## config.mk

```make
export PLATFORM = sky130hd
export DESIGN_NAME = dp_pipe_ctrl_flat
export DESIGN_NICKNAME = d
export VERILOG_FILES = /design/src/rtl/dp_pipe_pkg.sv /design/src/rtl/dp_pipe_ctrl_if.sv /design/src/rtl/dp_pipe_vld_stage.sv /design/src/rtl/dp_pipe_ctrl.sv /design/src/flat_wrapper.sv
export SDC_FILE = /design/constraint.sdc
export NUM_CORES = 1
export LEC_CHECK = 0
export ABC_AREA = 1
export CAP_MARGIN = 20
export CORE_MARGIN = 2
export CORE_UTILIZATION = 53
export DETAILED_ROUTE_END_ITERATION = 8
export GPL_ROUTABILITY_DRIVEN = 0
export GPL_TIMING_DRIVEN = 0
export PLACE_DENSITY = 0.85
export SETUP_SLACK_MARGIN = 0.5
export SLEW_MARGIN = 20
export SYNTH_ARGS = -nofsm -noshare
export SYNTH_HDL_FRONTEND = slang
export SYNTH_SLANG_ARGS = --single-unit
```

## constraint.sdc

```tcl
create_clock -name clk -period 3.5 [get_ports clk]
set_input_delay 1.05 -clock clk [delete_from_list [all_inputs] [get_ports clk]]
set_output_delay 1.05 -clock clk [all_outputs]
set_load 0.05 [all_outputs]
```

## src/rtl/dp_pipe_pkg.sv

```systemverilog
// Shared definitions for the DP_pipe dot-product datapath and its sequencing controller.
// Holds the precision-mode codes, the controller FSM states and the default
// pipeline geometry so that datapath and controller agree on depth and widths.
package dp_pipe_pkg;

  // Number of pipeline register stages between operand capture and result.
  localparam int unsigned DefaultStages = 5;
  // Width of the precision-mode code.
  localparam int unsigned DefaultModeW  = 2;
  // Width of the completed-operation counter.
  localparam int unsigned DefaultCntW   = 16;

  // Precision modes understood by the multi-precision datapath.
  typedef enum logic [1:0] {
    MODE_FP64   = 2'd0,
    MODE_FP32X2 = 2'd1,
    MODE_FP16X4 = 2'd2,
    MODE_BF16X4 = 2'd3
  } mode_e;

  // Controller sequencing states.
  //   StIdle  : pipeline empty, any mode may be accepted
  //   StRun   : pipeline occupied with operands of cur_mode
  //   StDrain : a different mode is waiting; intake blocked until empty
  typedef enum logic [1:0] {
    StIdle  = 2'd0,
    StRun   = 2'd1,
    StDrain = 2'd2
  } state_e;

endpackage

```

## src/rtl/dp_pipe_ctrl_if.sv

```systemverilog
// Handshake bundle between the DP_pipe controller and its environment.
//   in_valid/in_ready/in_mode/in_last : upstream operand-set handshake
//   out_valid/out_ready/out_last      : downstream result handshake
//   stage_en/stage_vld                : per-stage load enables and occupancy
//   cur_mode                          : mode currently configured in the datapath
//   flush                             : synchronous pipeline clear
//   busy/op_count                     : status and saturating result count
// Modports: master = environment (drives requests), slave = controller.
interface dp_pipe_ctrl_if
  import dp_pipe_pkg::*;
#(
  parameter int unsigned STAGES = DefaultStages,
  parameter int unsigned MODE_W = DefaultModeW,
  parameter int unsigned CNT_W  = DefaultCntW
);

  logic              in_valid;
  logic              in_ready;
  logic [MODE_W-1:0] in_mode;
  logic              in_last;
  logic [STAGES-1:0] stage_en;
  logic [STAGES-1:0] stage_vld;
  logic              out_valid;
  logic              out_ready;
  logic              out_last;
  logic [MODE_W-1:0] cur_mode;
  logic              flush;
  logic              busy;
  logic [CNT_W-1:0]  op_count;

  modport master (
    output in_valid, in_mode, in_last, out_ready, flush,
    input  in_ready, stage_en, stage_vld, out_valid, out_last, cur_mode, busy, op_count
  );

  modport slave (
    input  in_valid, in_mode, in_last, out_ready, flush,
    output in_ready, stage_en, stage_vld, out_valid, out_last, cur_mode, busy, op_count
  );

endinterface

```

## src/rtl/dp_pipe_vld_stage.sv

```systemverilog
// One slot of the elastic valid chain: holds the valid bit and the
// end-of-accumulation tag of a single pipeline register stage.
//   clk, rst      : clock, asynchronous active-low reset
//   flush_i       : synchronous clear of the slot
//   up_vld_i      : the stage feeding this slot holds data (or in_fire at stage 0)
//   up_last_i     : end-of-group tag travelling with that data
//   dn_rdy_i      : the next stage (or downstream consumer) can take data
//   rdy_o         : this slot can take data this cycle
//   en_o          : load enable of the matching datapath register
//   vld_o/last_o  : slot occupancy and tag
module dp_pipe_vld_stage
  import dp_pipe_pkg::*;
(
  input  logic clk,
  input  logic rst,
  input  logic flush_i,
  input  logic up_vld_i,
  input  logic up_last_i,
  input  logic dn_rdy_i,
  output logic rdy_o,
  output logic en_o,
  output logic vld_o,
  output logic last_o
);

  logic vld_q, vld_d;
  logic last_q, last_d;

  // An empty slot is always ready, so bubbles collapse under a stall.
  assign rdy_o = ~vld_q | dn_rdy_i;

  // Only real data toggles the datapath register; nothing loads in a flush cycle.
  assign en_o = rdy_o & up_vld_i & ~flush_i;

  always_comb begin
    vld_d  = vld_q;
    last_d = last_q;
    if (flush_i) begin
      vld_d  = 1'b0;
      last_d = 1'b0;
    end else if (rdy_o) begin
      vld_d  = up_vld_i;
      // Tag is cleared with a bubble so an empty slot never reports last.
      last_d = up_vld_i & up_last_i;
    end
  end

  always_ff @(posedge clk or negedge rst) begin
    if (!rst) begin
      vld_q  <= 1'b0;
      last_q <= 1'b0;
    end else begin
      vld_q  <= vld_d;
      last_q <= last_d;
    end
  end

  assign vld_o  = vld_q;
  assign last_o = last_q;

endmodule

```

## src/rtl/dp_pipe_ctrl.sv

```systemverilog
// Sequencing controller for the multi-precision dot-product FP pipeline.
// Tracks occupancy of STAGES register stages with an elastic ready chain,
// produces per-stage load enables, keeps a single precision mode in flight
// (a mode change drains the pipeline first), supports a synchronous flush and
// counts delivered results with a saturating counter.
//   clk : clock
//   rst : asynchronous active-low reset
//   bus : controller side of the handshake bundle (see dp_pipe_ctrl_if)
module dp_pipe_ctrl
  import dp_pipe_pkg::*;
#(
  parameter int unsigned STAGES = DefaultStages,  // >= 2
  parameter int unsigned MODE_W = DefaultModeW,
  parameter int unsigned CNT_W  = DefaultCntW
) (
  input logic           clk,
  input logic           rst,
  dp_pipe_ctrl_if.slave bus
);

  state_e            state_q, state_d;
  logic [MODE_W-1:0] cur_mode_q, cur_mode_d;
  logic [CNT_W-1:0]  cnt_q, cnt_d;

  logic [STAGES-1:0] rdy_vec;
  logic [STAGES-1:0] up_vec;
  logic [STAGES-1:0] en_vec;
  logic [STAGES-1:0] vld_vec;

  logic occupied;
  logic occ_next;
  logic mode_ok;
  logic in_ready;
  logic in_fire;
  logic out_fire;

  // Stage slots. Each slot keeps its own scalar nets so the ready chain is a
  // plain cascade from the output end back to stage 0.
  for (genvar i = 0; i < STAGES; i++) begin : g_stage
    logic rdy;
    logic dn_rdy;
    logic up_vld;
    logic up_last;
    logic en;
    logic vld;
    logic last;

    if (i == STAGES - 1) begin : g_tail
      assign dn_rdy = bus.out_ready;
    end else begin : g_body
      assign dn_rdy = g_stage[i+1].rdy;
    end

    if (i == 0) begin : g_head
      assign up_vld  = in_fire;
      assign up_last = bus.in_last;
    end else begin : g_link
      assign up_vld  = g_stage[i-1].vld;
      assign up_last = g_stage[i-1].last;
    end

    dp_pipe_vld_stage u_slot (
      .clk       (clk),
      .rst       (rst),
      .flush_i   (bus.flush),
      .up_vld_i  (up_vld),
      .up_last_i (up_last),
      .dn_rdy_i  (dn_rdy),
      .rdy_o     (rdy),
      .en_o      (en),
      .vld_o     (vld),
      .last_o    (last)
    );

    assign rdy_vec[i] = rdy;
    assign up_vec[i]  = up_vld;
    assign en_vec[i]  = en;
    assign vld_vec[i] = vld;
  end

  assign occupied = |vld_vec;

  // Occupancy after this edge, ignoring flush (flush forces IDLE anyway).
  // Lets RUN fall to IDLE on the same edge that empties the last stage.
  assign occ_next = |((rdy_vec & up_vec) | (~rdy_vec & vld_vec));

  // Mode match uses current occupancy; a result leaving this cycle does not
  // yet make room for a different mode.
  assign mode_ok  = (bus.in_mode == cur_mode_q) | ~occupied;
  assign in_ready = g_stage[0].rdy & ~bus.flush & (state_q != StDrain) & mode_ok;
  assign in_fire  = bus.in_valid & in_ready;
  assign out_fire = g_stage[STAGES-1].vld & bus.out_ready;

  always_comb begin
    state_d    = state_q;
    cur_mode_d = cur_mode_q;
    cnt_d      = cnt_q;

    // Mode is taken on every accepted set; only IDLE can actually change it.
    if (in_fire) begin
      cur_mode_d = bus.in_mode;
    end

    // Flush-cycle deliveries still count.
    if (out_fire && (cnt_q != {CNT_W{1'b1}})) begin
      cnt_d = cnt_q + CNT_W'(1);
    end

    case (state_q)
      StIdle: begin
        if (in_fire) begin
          state_d = StRun;
        end
      end
      StRun: begin
        if (bus.in_valid && (bus.in_mode != cur_mode_q)) begin
          state_d = StDrain;
        end else if (!occ_next) begin
          state_d = StIdle;
        end
      end
      StDrain: begin
        // Stays in DRAIN even if upstream withdraws in_valid.
        if (!occupied) begin
          state_d = StIdle;
        end
      end
      default: begin
        state_d = StIdle;
      end
    endcase

    if (bus.flush) begin
      state_d = StIdle;
    end
  end

  always_ff @(posedge clk or negedge rst) begin
    if (!rst) begin
      state_q    <= StIdle;
      cur_mode_q <= MODE_W'(MODE_FP64);
      cnt_q      <= '0;
    end else begin
      state_q    <= state_d;
      cur_mode_q <= cur_mode_d;
      cnt_q      <= cnt_d;
    end
  end

  assign bus.in_ready  = in_ready;
  assign bus.stage_en  = en_vec;
  assign bus.stage_vld = vld_vec;
  assign bus.out_valid = g_stage[STAGES-1].vld;
  assign bus.out_last  = g_stage[STAGES-1].last;
  assign bus.cur_mode  = cur_mode_q;
  assign bus.busy      = occupied | (state_q != StIdle);
  assign bus.op_count  = cnt_q;

endmodule

```

## src/flat_wrapper.sv

```systemverilog
// flat-port wrapper written by rule: the top's interface ports become plain ports
module dp_pipe_ctrl_flat import dp_pipe_pkg::*;
#(
  parameter int unsigned STAGES = DefaultStages,         
  parameter int unsigned MODE_W = DefaultModeW,
  parameter int unsigned CNT_W  = DefaultCntW
)
  (clk, rst, bus_in_valid, bus_in_mode, bus_in_last, bus_out_ready, bus_flush, bus_in_ready, bus_stage_en, bus_stage_vld, bus_out_valid, bus_out_last, bus_cur_mode, bus_busy, bus_op_count);
  dp_pipe_ctrl_if #(.STAGES(STAGES), .MODE_W(MODE_W), .CNT_W(CNT_W)) bus_i ();
  input logic clk;
  input logic rst;
  input wire logic [$bits(bus_i.in_valid)-1:0] bus_in_valid;
  input wire logic [$bits(bus_i.in_mode)-1:0] bus_in_mode;
  input wire logic [$bits(bus_i.in_last)-1:0] bus_in_last;
  input wire logic [$bits(bus_i.out_ready)-1:0] bus_out_ready;
  input wire logic [$bits(bus_i.flush)-1:0] bus_flush;
  output wire logic [$bits(bus_i.in_ready)-1:0] bus_in_ready;
  output wire logic [$bits(bus_i.stage_en)-1:0] bus_stage_en;
  output wire logic [$bits(bus_i.stage_vld)-1:0] bus_stage_vld;
  output wire logic [$bits(bus_i.out_valid)-1:0] bus_out_valid;
  output wire logic [$bits(bus_i.out_last)-1:0] bus_out_last;
  output wire logic [$bits(bus_i.cur_mode)-1:0] bus_cur_mode;
  output wire logic [$bits(bus_i.busy)-1:0] bus_busy;
  output wire logic [$bits(bus_i.op_count)-1:0] bus_op_count;
  assign bus_i.in_valid = bus_in_valid;
  assign bus_i.in_mode = bus_in_mode;
  assign bus_i.in_last = bus_in_last;
  assign bus_i.out_ready = bus_out_ready;
  assign bus_i.flush = bus_flush;
  assign bus_in_ready = bus_i.in_ready;
  assign bus_stage_en = bus_i.stage_en;
  assign bus_stage_vld = bus_i.stage_vld;
  assign bus_out_valid = bus_i.out_valid;
  assign bus_out_last = bus_i.out_last;
  assign bus_cur_mode = bus_i.cur_mode;
  assign bus_busy = bus_i.busy;
  assign bus_op_count = bus_i.op_count;
  dp_pipe_ctrl #(.STAGES(STAGES), .MODE_W(MODE_W), .CNT_W(CNT_W)) u_core (.clk(clk), .rst(rst), .bus(bus_i));
endmodule
```

==> results of run 1 <==
## worst max-delay path: stages
cell	delay [ns]
buf_8	0.10
inv_4	0.05
nand3_4	0.08
nor2_4	0.18
nand3_4	0.12
nand4_4	0.10
inv_2	0.06
buf_4	0.13
buf_4	0.12
buf_4	0.12
buf_4	0.14
buf_4	0.13
buf_4	0.12
buf_4	0.12
buf_4	0.13
buf_4	0.13
buf_4	0.13
buf_4	0.13
buf_6	0.11
nand2_4	0.05
o31ai_4	0.06
## where the power goes
group	switching (mW)	internal, mW
logic	0.209	0.143
registers	0.0311	0.369
clock network	0.118	0.0756
total	0.358	0.588
## sequential cells by signal (all words and copies together) (netlist names)
signal                        count
u_core.bus.cur_mode               2
u_core.state_q                    2
u_core.g_stage.u_slot.vld_o       5
u_core.bus.op_count              16
u_core.g_stage.u_slot.last_o      5
## path summary, 6_finish.rpt
| path | to | slack, ns | startpoint |
|---|---|---|---|
| min reg2reg | u_core.g_stage[4].u_slot.last_o | 0.51 | u_core.g_stage[4].u_slot.last_o |
| max in group asynchronous | u_core.bus.op_count[0] | 2.34 | rst |
| min | u_core.g_stage[4].u_slot.last_o | 0.51 | u_core.g_stage[4].u_slot.last_o |
| max | u_core.g_stage[0].u_slot.last_o | 0.38 | bus_out_ready |
| max reg2reg | u_core.g_stage[0].u_slot.last_o | 0.70 | u_core.g_stage[4].u_slot.vld_o |
| min in group asynchronous | u_core.g_stage[4].u_slot.last_o | 0.74 | rst |
## metal layers
metal	share of wire [%]	routed length (um)
met1	36	1930
met2	52	2760
met4	5.9	316
met5	0	0
met3	5.8	309
## repair_timing
action	4_1_cts	5_1_grt
gates cloned	0	0
setup buffers	28	5
endpoints found under the setup margin	6	10
pin swaps	5	6
gates resized for setup	62	25
## cell families (layout without fill, tap and decap cells)
family / after synthesis / count (layout) / share of synthesized area, %
xor gates and xnor gates: 14 / 14 / 7.40
buffers and inverters: 44 / 122 / 12.7
DFF: 30 / 30 / 45.3
AOI/OAI and AO/OA: 16 / 16 / 5.36
adders and majority gates: 1 / 1 / 0.755
and+or+nand+nor: 109 / 109 / 28.5
## per-stage QoR
stage	std cells	setup WS (ns)	setup TNS [ns]	hold WS, ns
2_1_floorplan	214	0.577	0	0.480
3_3_place_gp	285	-0.738	-2.70	0.489
3_5_place_dp	285	-0.752	-2.79	0.491
4_1_cts	320	0.494	0	0.512
5_1_grt	325	0.348	0	0.545
6_report	325	0.376	0	0.512
## area by class of cell
type | instances | area (um^2)
Multi-Input combinational cell | 140 | 797
Sequential cell | 30 | 751
Timing Repair Buffer | 71 | 619
Fill cell | 171 | 532
Inverter | 32 | 123
Buffer | 12 | 95.1
Clock buffer | 7 | 45.0
Tap cell | 33 | 41.3
## cells in the final DEF (no fill, tap or decap), types with 5 or more instances in the layout
cell,synthesis,final
inv_2,3,6
xnor2_1,7,7
nand2_2,0,5
inv_1,29,25
nor2_1,25,22
nand3_1,11,9
dfrtp_1,30,30
nand2_1,60,53
buf_4,10,44
xor2_1,7,7
clkdlybuf4s50_1,0,26
o21ai_0,10,10
clkbuf_4,0,6
==> metrics.md, run 1 <==
| Metric | Value |
|---|---|
| Worst Reg-to-Reg Cells | `19` |
| Lkg Pwr | `1.24 nW` |
| Overall global routing resource usage | `30.0%` |
| Mapped Cells | `214` |
| Clock skew | `approximately 0.0051 ns` |
| Largest net degree at the start of global routing | `31` |
| RSZ-0062 raised after global routing | `yes` |
| Die Span Y | `59.9 um` |
| First-pass GRT wire length | `7850 um` |
| Outcome | `finished clean` |
| Most frequent cell after synthesis | `nand2_1` |
| Worst Path Arrival | `3.34 ns` |
| WL per Instance | `16.4 um` |
| Final setup vio count | `0` |
| CTS sink count | `30` |
| Crit Path Class | `in -> reg` |
| Initial DRC count | `about 120` |
| CP Max Fanout | `4` |
| Clk_lat worst skew | `0.33 ns` |
| Maxcap violations | `0` |
| Area after DPL | `~0.0021 mm^2` |
| CTS buffer count | `5` |
| VDD IR max | `0.000336 V` |
| CTS tree | `yes` |
| Vias | `1773` |
| Seq/Total Area, Yosys | `45.3%` |
| FFs w/ async S/R, synth | `100%` |
| Vias per cell | `between 5 and 6` |
| Design Power | `0.946 mW` |
| Root Driver | `clkbuf_4` |
| Fraction of final layout cells sized beyond drive strength 1 | `30.5%` |
| Nets | `301` |
| Gr busiest metal | `met2` |
| Initial antenna violation count | `0` |
| Met1 usage | `~30%` |
| Post-CTS Hold Fix Bufs | `0` |
| Total gr overflow | `0` |
| Required time worst endpoint | `3.72 ns` |
| M2 GR Usage | `53.9%` |
| PortBufs | `38` |
| FF+latch count, synth | `30` |
| Met3 usage in global routing | `6.28%` |
| Synth top area share | `45.3%` |
| H-tree level count | `2` |
| Ranking of synthesized cells by area | `dfrtp_1 45%, nand2_1 14%, inv_1 6.6%, nor2_1 5.7%, buf_4 4.5%` |
| Primary FF master, synth | `dfrtp_1` |
| Max transition margin | `56.1%` |
| Initial core utilization | `55.2%` |
| Post-DRT Antenna Nets | `0` |
| Synthesis-to-finish area growth | `49.2%` |
| WL final | `5310 um` |
| P per Cell Area | `383 mW/mm^2` |
| Max clock buf depth | `2` |
| Vias in the first global route | `1758` |
| Core Util, Final | `82.3%` |
| DRC | `0` |
| Slew @ Worst Pin | `0.658 ns` |
| Max-slew violations | `0` |
| Hold Path Class | `reg -> reg` |
| Fmax | `around 320 MHz` |
| Core ar. | `0.00300 mm^2` |
| Synth area leader | `dfrtp_1` |
| Io pins | `40` |
| Non-Filler Cell Area, Final | `0.00247 mm^2` |
| Die width | `59.9 um` |
| Synthesized area | `0.00166 mm^2` |
| Inserted Diodes | `0` |
| Min Tclk post-route | `3.12 ns` |
| Unique cell type count in the Yosys netlist | `25` |
| Endpoints failing hold | `0` |
| Synthesized net count | `around 220` |
| Worst setup SP type | `input port` |
| Die area | `0.00359 mm^2` |
| EDFF count, synth | `0` |
| 1st-pass router iterations | `5` |
| Worst hold path cell count | `1` |
| Reg clk slew, reported paths | `0.09 ns` |
| Final worst-path cycle share | `89.2%` |
| Ys Warns | `0` |
| Top post-synthesis cells by count | `60 x nand2_1, 30 x dfrtp_1, 29 x inv_1, 25 x nor2_1, 11 x nand3_1` |
| Syn Area/Cell | `7.74 um^2` |
| CP Capture Type | `register` |
| Core Rows | `20` |
| DP Wirelength | `2530 um` |
Note: power is estimated with default switching activity, not from simulation.
==> run 2, diff against run 1 <==
SETUP_SLACK_MARGIN = 0.2   (was 0.5)
SLEW_MARGIN = not set   (was 20)
==> run 2 against run 1 <==
  * Critical path depth shrank 12
  * Clock skew rose by 0.0085 ns
  * Fmax shrank 3.5%
  * Clock-buffer cell count is the same
  * Global-route usage decreased by 6.9 points
  * Critical endpoint is now bus_stage_en[0]
  * Worst hold slack worse by 0.0043 ns
  * Setup slack got worse by 0.11 ns
  * Power is 7.6% lower
==> metrics.md, run 2 (same netlist as run 1, synthesis figures left out) <==
| Metric | Value |
|---|---|
| CTS sink count | `30 (unchanged)` |
| Clk_lat worst skew | `0.34 ns (about the same)` |
| Hold Path Class | `reg -> reg` |
| Final setup vio count | `0 (unchanged)` |
| Initial DRC count | `42 (-66%)` |
| CP Capture Type | `output pin` |
| Vias per cell | `5.10 (-6.4%)` |
| Setup TNS | `0 ns (unchanged)` |
| Most frequent cells in the layout | `56 x nand2_1, 30 x dfrtp_1, 29 x inv_1, 29 x clkdlybuf4s50_1, 25 x nor2_1` |
| Initial core utilization | `55.2% (unchanged)` |
| CTS buffer count | `5 (unchanged)` |
| First-pass GRT wire length | `6270 um (-20%)` |
| Vias in the first global route | `1559 (-11%)` |
| Core Rows | `20 (unchanged)` |
| Design Power | `0.874 mW (-7.6%)` |
| Placed cell count | `286 (+0.35%)` |
| H-tree level count | `2 (unchanged)` |
| Initial antenna violation count | `0 (unchanged)` |
| Reg2reg start | `u_core.bus.op_count[0]` |
| Crit Path Class | `in -> out` |
| CP Max Fanout | `4 (unchanged)` |
| Fmax | `309 MHz (-3.5%)` |
| Inserted Diodes | `0 (unchanged)` |
| Final worst-path cycle share | `92.4% (+3.2 points)` |
| Nets | `274 (-9.0%)` |
| Finished Layout Cells | `299 (-8.0%)` |
| 1st-pass router iterations | `4 (-1)` |
| Core ar. | `0.00300 mm^2 (unchanged)` |
| Synthesis-to-finish area growth | `35.6%` |
| Reg clk slew, reported paths | `0.09 ns (about the same)` |
| WL final | `3520 um (-34%)` |
| Die area | `0.00359 mm^2 (unchanged)` |
| Maxcap violations | `0 (unchanged)` |
| Die Span Y | `59.9 um (unchanged)` |
| Fraction of final layout cells sized beyond drive strength 1 | `17.7% (-13 points)` |
| Most common cell after layout, fill and taps aside | `nand2_1` |
| Io pins | `40 (unchanged)` |
| DRC | `0 (unchanged)` |
| Crit path from | `bus_out_ready` |
| Max transition margin | `49.2% (-6.9 points)` |
| Largest register FFs | `16 (unchanged)` |
| Clock skew | `0.0136 ns (+0.00851 ns)` |
| VDD IR max | `0.000281 V (-16%)` |
| Required time worst endpoint | `2.45 ns (-1.27 ns)` |
| Overall global routing resource usage | `23.1% (-6.9 points)` |
| Total gr overflow | `0 (unchanged)` |
| Post-DRT Antenna Nets | `0 (unchanged)` |
| Endpoints failing hold | `0 (unchanged)` |
| Slew @ Worst Pin | `0.759 ns (+0.101 ns)` |
| Vias | `1526 (-14%)` |
| Max clock buf depth | `2 (unchanged)` |
| Root Driver | `clkbuf_4` |
| Core Util, Final | `74.8% (-7.5 points)` |
| Lkg Pwr | `1.11 nW (-10%)` |
| PortBufs | `38 (unchanged)` |
| Worst Path Arrival | `2.19 ns (-1.15 ns)` |
| Worst Hold Launch | `u_core.g_stage[4].u_slot.last_o` |
| Outcome | `finished clean` |
| WL per Instance | `11.8 um (-28%)` |
| Die width | `59.9 um (unchanged)` |
| DP Wirelength | `2600 um (+2.8%)` |
| CTS tree | `yes` |
| Max-slew violations | `0 (unchanged)` |
| Largest net degree at the start of global routing | `17 (-45%)` |
| RSZ-0062 raised after global routing | `yes` |
| P per Cell Area | `389 mW/mm^2 (+1.6%)` |
| Worst setup SP type | `input port` |
| Min Tclk post-route | `3.24 ns (+0.112 ns)` |
## run 2: changes by cell type in the layout (fill, tap and decap cells not counted), moves of 2 or more
| cell | previous run | this run |
|---|---|---|
| inv_2 | 6 | 3 |
| nor2_1 | 22 | 25 |
| buf_6 | 4 | 1 |
| nand2_1 | 53 | 56 |
| buf_2 | 3 | 1 |
| nor2_4 | 3 | 1 |
| clkdlybuf4s15_2 | 0 | 2 |
| clkdlybuf4s50_1 | 26 | 29 |
| inv_1 | 25 | 29 |
| nand2_4 | 3 | 1 |
| buf_4 | 44 | 17 |
## run 2: critical path, stage by stage
cell and delay [ns]:
dlygate4sd2_1 0.26, inv_1 0.07, nand3_2 0.10, nor2_4 0.18, nand3_4 0.11, nand4_4 0.09, inv_2 0.04, buf_4 0.13
buf_8 0.14
## run 2: where the power goes
| group | leakage [nW] | internal (mW) | switching, mW | total [mW] |
|---|---|---|---|---|
| Clock | 0.0353 | 0.0972 | 0.121 | 0.219 |
| Sequential | 0.405 | 0.369 | 0.0278 | 0.397 |
| Combinational | 0.672 | 0.0916 | 0.166 | 0.258 |
## run 2: path summary, 6_finish.rpt
check / slack [ns] / cells past startpoint / to
min in group asynchronous: 1.15 / 1 / u_core.bus.op_count[8]
max in group asynchronous: 1.80 / 2 / u_core.state_q[1]
max: 0.26 / 9 / bus_stage_en[0]
max reg2reg: 1.87 / 8 / u_core.bus.op_count[5]
min: 0.51 / 1 / u_core.g_stage[4].u_slot.last_o
min reg2reg: 0.51 / 1 / u_core.g_stage[4].u_slot.last_o
## run 2: cell type report
class	instances	area (um^2)
Fill cell	231	757
Sequential cell	30	751
Multi-Input combinational cell	140	737
Timing Repair Buffer	44	447
Inverter	32	120
Buffer	12	90.1
Clock buffer	7	55.1
Tap cell	33	41.3
Clock inverter	1	5.00
## run 2: routing by layer
layer | up-vias | track usage, % | routed length (um)
met2 | 40 | 40.2 | 1810
met4 | 0 | 9.84 | 47
met3 | 6 | 6.71 | 166
li1 | 753 | - | -
met5 | - | 0 | 0
met1 | 727 | 26.1 | 1490
## run 2: what timing repair did
action	4_1_cts	5_1_grt
cloned	0	0
pin swaps	1	2
hold buffers	0	0
resized for setup	36	9
endpoints found under the setup margin	6	4
hold endpoints to repair	0	0
buffers inserted	4	1
## run 2: per-stage QoR
step	setup slack (ns)	hold WS [ns]	cell area, um^2
5_1_grt	0.188	0.546	2250
3_5_place_dp	-0.752	0.495	2110
6_report	0.264	0.508	2250
2_1_floorplan	0.577	0.480	1660
3_3_place_gp	-0.738	0.489	2080
4_1_cts	0.192	0.516	2220
==> run 3, diff against run 2 <==
SLEW_MARGIN = 20   (was not set)
==> run 3 against run 2 <==
  * Clock power down 14%
  * Critical path depth stayed put
  * Cell count is 1.0% lower
  * Register-to-register slack about the same
  * Non-clock buffer count decreased by 2
  * Worst hold slack got worse by 0.0037 ns
  * Combinational power hardly changed
  * Global-route usage shrank 1.2 points
  * Clock-buffer cell count is the same
==> metrics.md, run 3 (same netlist as run 1, synthesis figures left out) <==
| Metric | Value |
|---|---|
| Outcome | `finished clean` |
| Worst stage delay on the critical path | `0.26 ns (about the same)` |
| Fmax | `309 MHz (about the same)` |
| Place WS | `-0.752 ns (-0.0000630 ns)` |
| DP Wirelength | `2530 um (-2.7%)` |
| Cell Chain, Critical Path | `dlygate4sd2_1, inv_1, nand3_2, nor2_4, nand3_4, nand4_4, inv_2, buf_4, buf_8` |
| Worst setup SP type | `input port` |
| Area after DPL | `0.00207 mm^2 (-1.5%)` |
| Synthesis-to-finish area growth | `32.3%` |
| Inserted Diodes | `0 (unchanged)` |
| Io pins | `40 (unchanged)` |
| Largest register FFs | `16 (unchanged)` |
| Post-route setup slack | `0.263 ns (-0.000872 ns)` |
| Worst flop-to-flop path endpoint | `u_core.bus.op_count[5]` |
| H-tree level count | `2 (unchanged)` |
| Post-DRT Antenna Nets | `0 (unchanged)` |
| Crit path from | `bus_out_ready` |
| VDD IR max | `0.000331 V (+18%)` |
| Overall global routing resource usage | `21.9% (-1.2 points)` |
| Worst path slowest cell | `dlygate4sd2_1` |
| Crit Path Class | `in -> out` |
| Slew @ Worst Pin | `0.668 ns (-0.0912 ns)` |
| Clock skew | `0.00633 ns (-0.00729 ns)` |
| Worst Hold Launch | `u_core.g_stage[4].u_slot.last_o` |
| CTS sink count | `30 (unchanged)` |
| Initial DRC count | `57 (+36%)` |
| P per Cell Area | `384 mW/mm^2 (-1.2%)` |
| Initial antenna violation count | `0 (unchanged)` |
| Max-slew violations | `0 (unchanged)` |
| Total gr overflow | `0 (unchanged)` |
| Final setup vio count | `0 (unchanged)` |
| End point of the critical path | `bus_stage_en[0]` |
| Non-Filler Cell Area, Final | `0.00219 mm^2 (-2.4%)` |
| Required time worst endpoint | `2.45 ns (about the same)` |
| Most frequent cells in the layout | `57 x nand2_1, 30 x dfrtp_1, 29 x inv_1, 28 x clkdlybuf4s50_1, 25 x nor2_1` |
| Filler cells | `235 (+1.7%)` |
| Vias per cell | `5.08 (-0.38%)` |
| Final worst-path cycle share | `92.5% (about the same)` |
| Multi-input logic area | `739 um^2 (+0.34%)` |
| Worst Reg-to-Reg Cells | `8 (unchanged)` |
| Core ar. | `0.00300 mm^2 (unchanged)` |
| Clk_lat worst skew | `0.33 ns (about the same)` |
| Core Rows | `20 (unchanged)` |
| Die width | `59.9 um (unchanged)` |
| Min Tclk post-route | `3.24 ns (+0.000872 ns)` |
| CP Max Fanout | `4 (unchanged)` |
| Nets | `272 (-0.73%)` |
| RSZ-0062 raised after global routing | `yes` |
| Post-CTS Hold Fix Bufs | `0 (unchanged)` |
| Max clock buf depth | `2 (unchanged)` |
| CP Capture Type | `output pin` |
| Setup TNS | `0 ns (unchanged)` |
| Lkg Pwr | `1.08 nW (-3.0%)` |
| WL final | `3570 um (+1.4%)` |
| WL per Instance | `12.1 um (+2.4%)` |
| Worst hold path cell count | `1 (unchanged)` |
| PortBufs | `38 (unchanged)` |
| Initial core utilization | `55.2% (unchanged)` |
| CTS tree | `yes` |
| First-pass GRT wire length | `5910 um (-5.8%)` |
| Design Power | `0.842 mW (-3.6%)` |
| Buffers & Inverters on Critical Path | `5 (unchanged)` |
| Die area | `0.00359 mm^2 (unchanged)` |
| Hold Path Class | `reg -> reg` |
| Largest net degree at the start of global routing | `31 (+14)` |
| Endpoints failing hold | `0 (unchanged)` |
| 1st-pass router iterations | `4 (unchanged)` |
| Core Util, Final | `73.0% (-1.8 points)` |
| Reg area | `751 um^2 (unchanged)` |
| Vias in the first global route | `1451 (-6.9%)` |
| Reg clk slew, reported paths | `0.09 ns (about the same)` |
| Max transition margin | `55.5% (+6.2 points)` |
| Worst Path Arrival | `2.19 ns (about the same)` |
| Vias | `1505 (-1.4%)` |
| Fraction of final layout cells sized beyond drive strength 1 | `16.3% (-1.3 points)` |
| Reg2reg start | `u_core.bus.op_count[0]` |
| CTS buffer count | `5 (unchanged)` |
| Maxcap violations | `0 (unchanged)` |
| Levels on crit path | `9 (unchanged)` |
| Root Driver | `clkbuf_4` |
| Die Span Y | `59.9 um (unchanged)` |
| Reg2reg setup slack | `1.88 ns (about the same)` |
| Most common cell after layout, fill and taps aside | `nand2_1` |
| Dominant delay contributor by cell family on the critical path | `buffers and inverters` |
| DRC | `0 (unchanged)` |
## run 3: cell count changes in the layout (fill, tap and decap cells not counted), sizes merged
| cell | delta |
|---|---|
| clkdlybuf4s50 | -1 |
| clkbuf | +1 |
| clkinv | -1 |
| dlymetal6s2s | -1 |
| dlygate4sd2 | +1 |
| buf | -2 |
## run 3: report_power, final
| part | total (mW) | switching [mW] | leakage [nW] | internal [mW] |
|---|---|---|---|---|
| logic | 0.257 | 0.167 | 0.649 | 0.0894 |
| registers | 0.397 | 0.0278 | 0.405 | 0.369 |
| clock network | 0.189 | 0.113 | 0.0254 | 0.0756 |
| total | 0.842 | 0.308 | 1.08 | 0.534 |
## run 3: worst min-delay path by stage
stage                                            endpoint  slack [ns]
after detailed placement  u_core.g_stage[4].u_slot.last_o        0.49
final                     u_core.g_stage[4].u_slot.last_o        0.50
after CTS                 u_core.g_stage[4].u_slot.last_o        0.51
after floorplan           u_core.g_stage[4].u_slot.last_o        0.48
after global routing      u_core.g_stage[4].u_slot.last_o        0.55
after global placement    u_core.g_stage[4].u_slot.last_o        0.49
## run 3: worst register-to-register path, cell delays in order, from the launching register on
cell,delay [ns]
dfrtp_1,0.44
ha_1,0.23
nand3_1,0.14
nor2_2,0.19
nand3_2,0.10
nand2_4,0.09
buf_6,0.15
nor2_2,0.04
xor2_1,0.14
## run 3: final cells by class
class / instances / share of cell area, %
buffer: 12 / 4.11
clock buffer: 7 / 2.05
inverter: 32 / 5.48
multi-input combinational: 140 / 33.7
sequential: 30 / 34.2
tap: 33 / 1.88
timing repair buffer: 42 / 18.5
## run 3: through the flow
| stage | cells | hold slack (ns) |
|---|---|---|
| 6_report | 296 | 0.504 |
| 5_1_grt | 296 | 0.546 |
| 4_1_cts | 296 | 0.512 |
| 3_5_place_dp | 285 | 0.491 |
| 3_3_place_gp | 285 | 0.489 |
| 2_1_floorplan | 214 | 0.480 |
## run 3: repair_timing
action                                  4_1_cts  5_1_grt
buffers inserted                              4        0
endpoints found under the setup margin        6        4
endpoints found under the hold margin         0        0
pin swaps                                     2        2
gates resized for setup                      39        6
## run 3: routing by layer
layer	global-route usage, %	routed length (um)	part of all wire (%)	up-vias
li1	-	-	-	747
met1	24.0	1490	42	712
met2	39.8	1850	52	37
met3	4.76	152	4.3	9
met4	10.2	82	2.3	0
met5	0	0	0	-
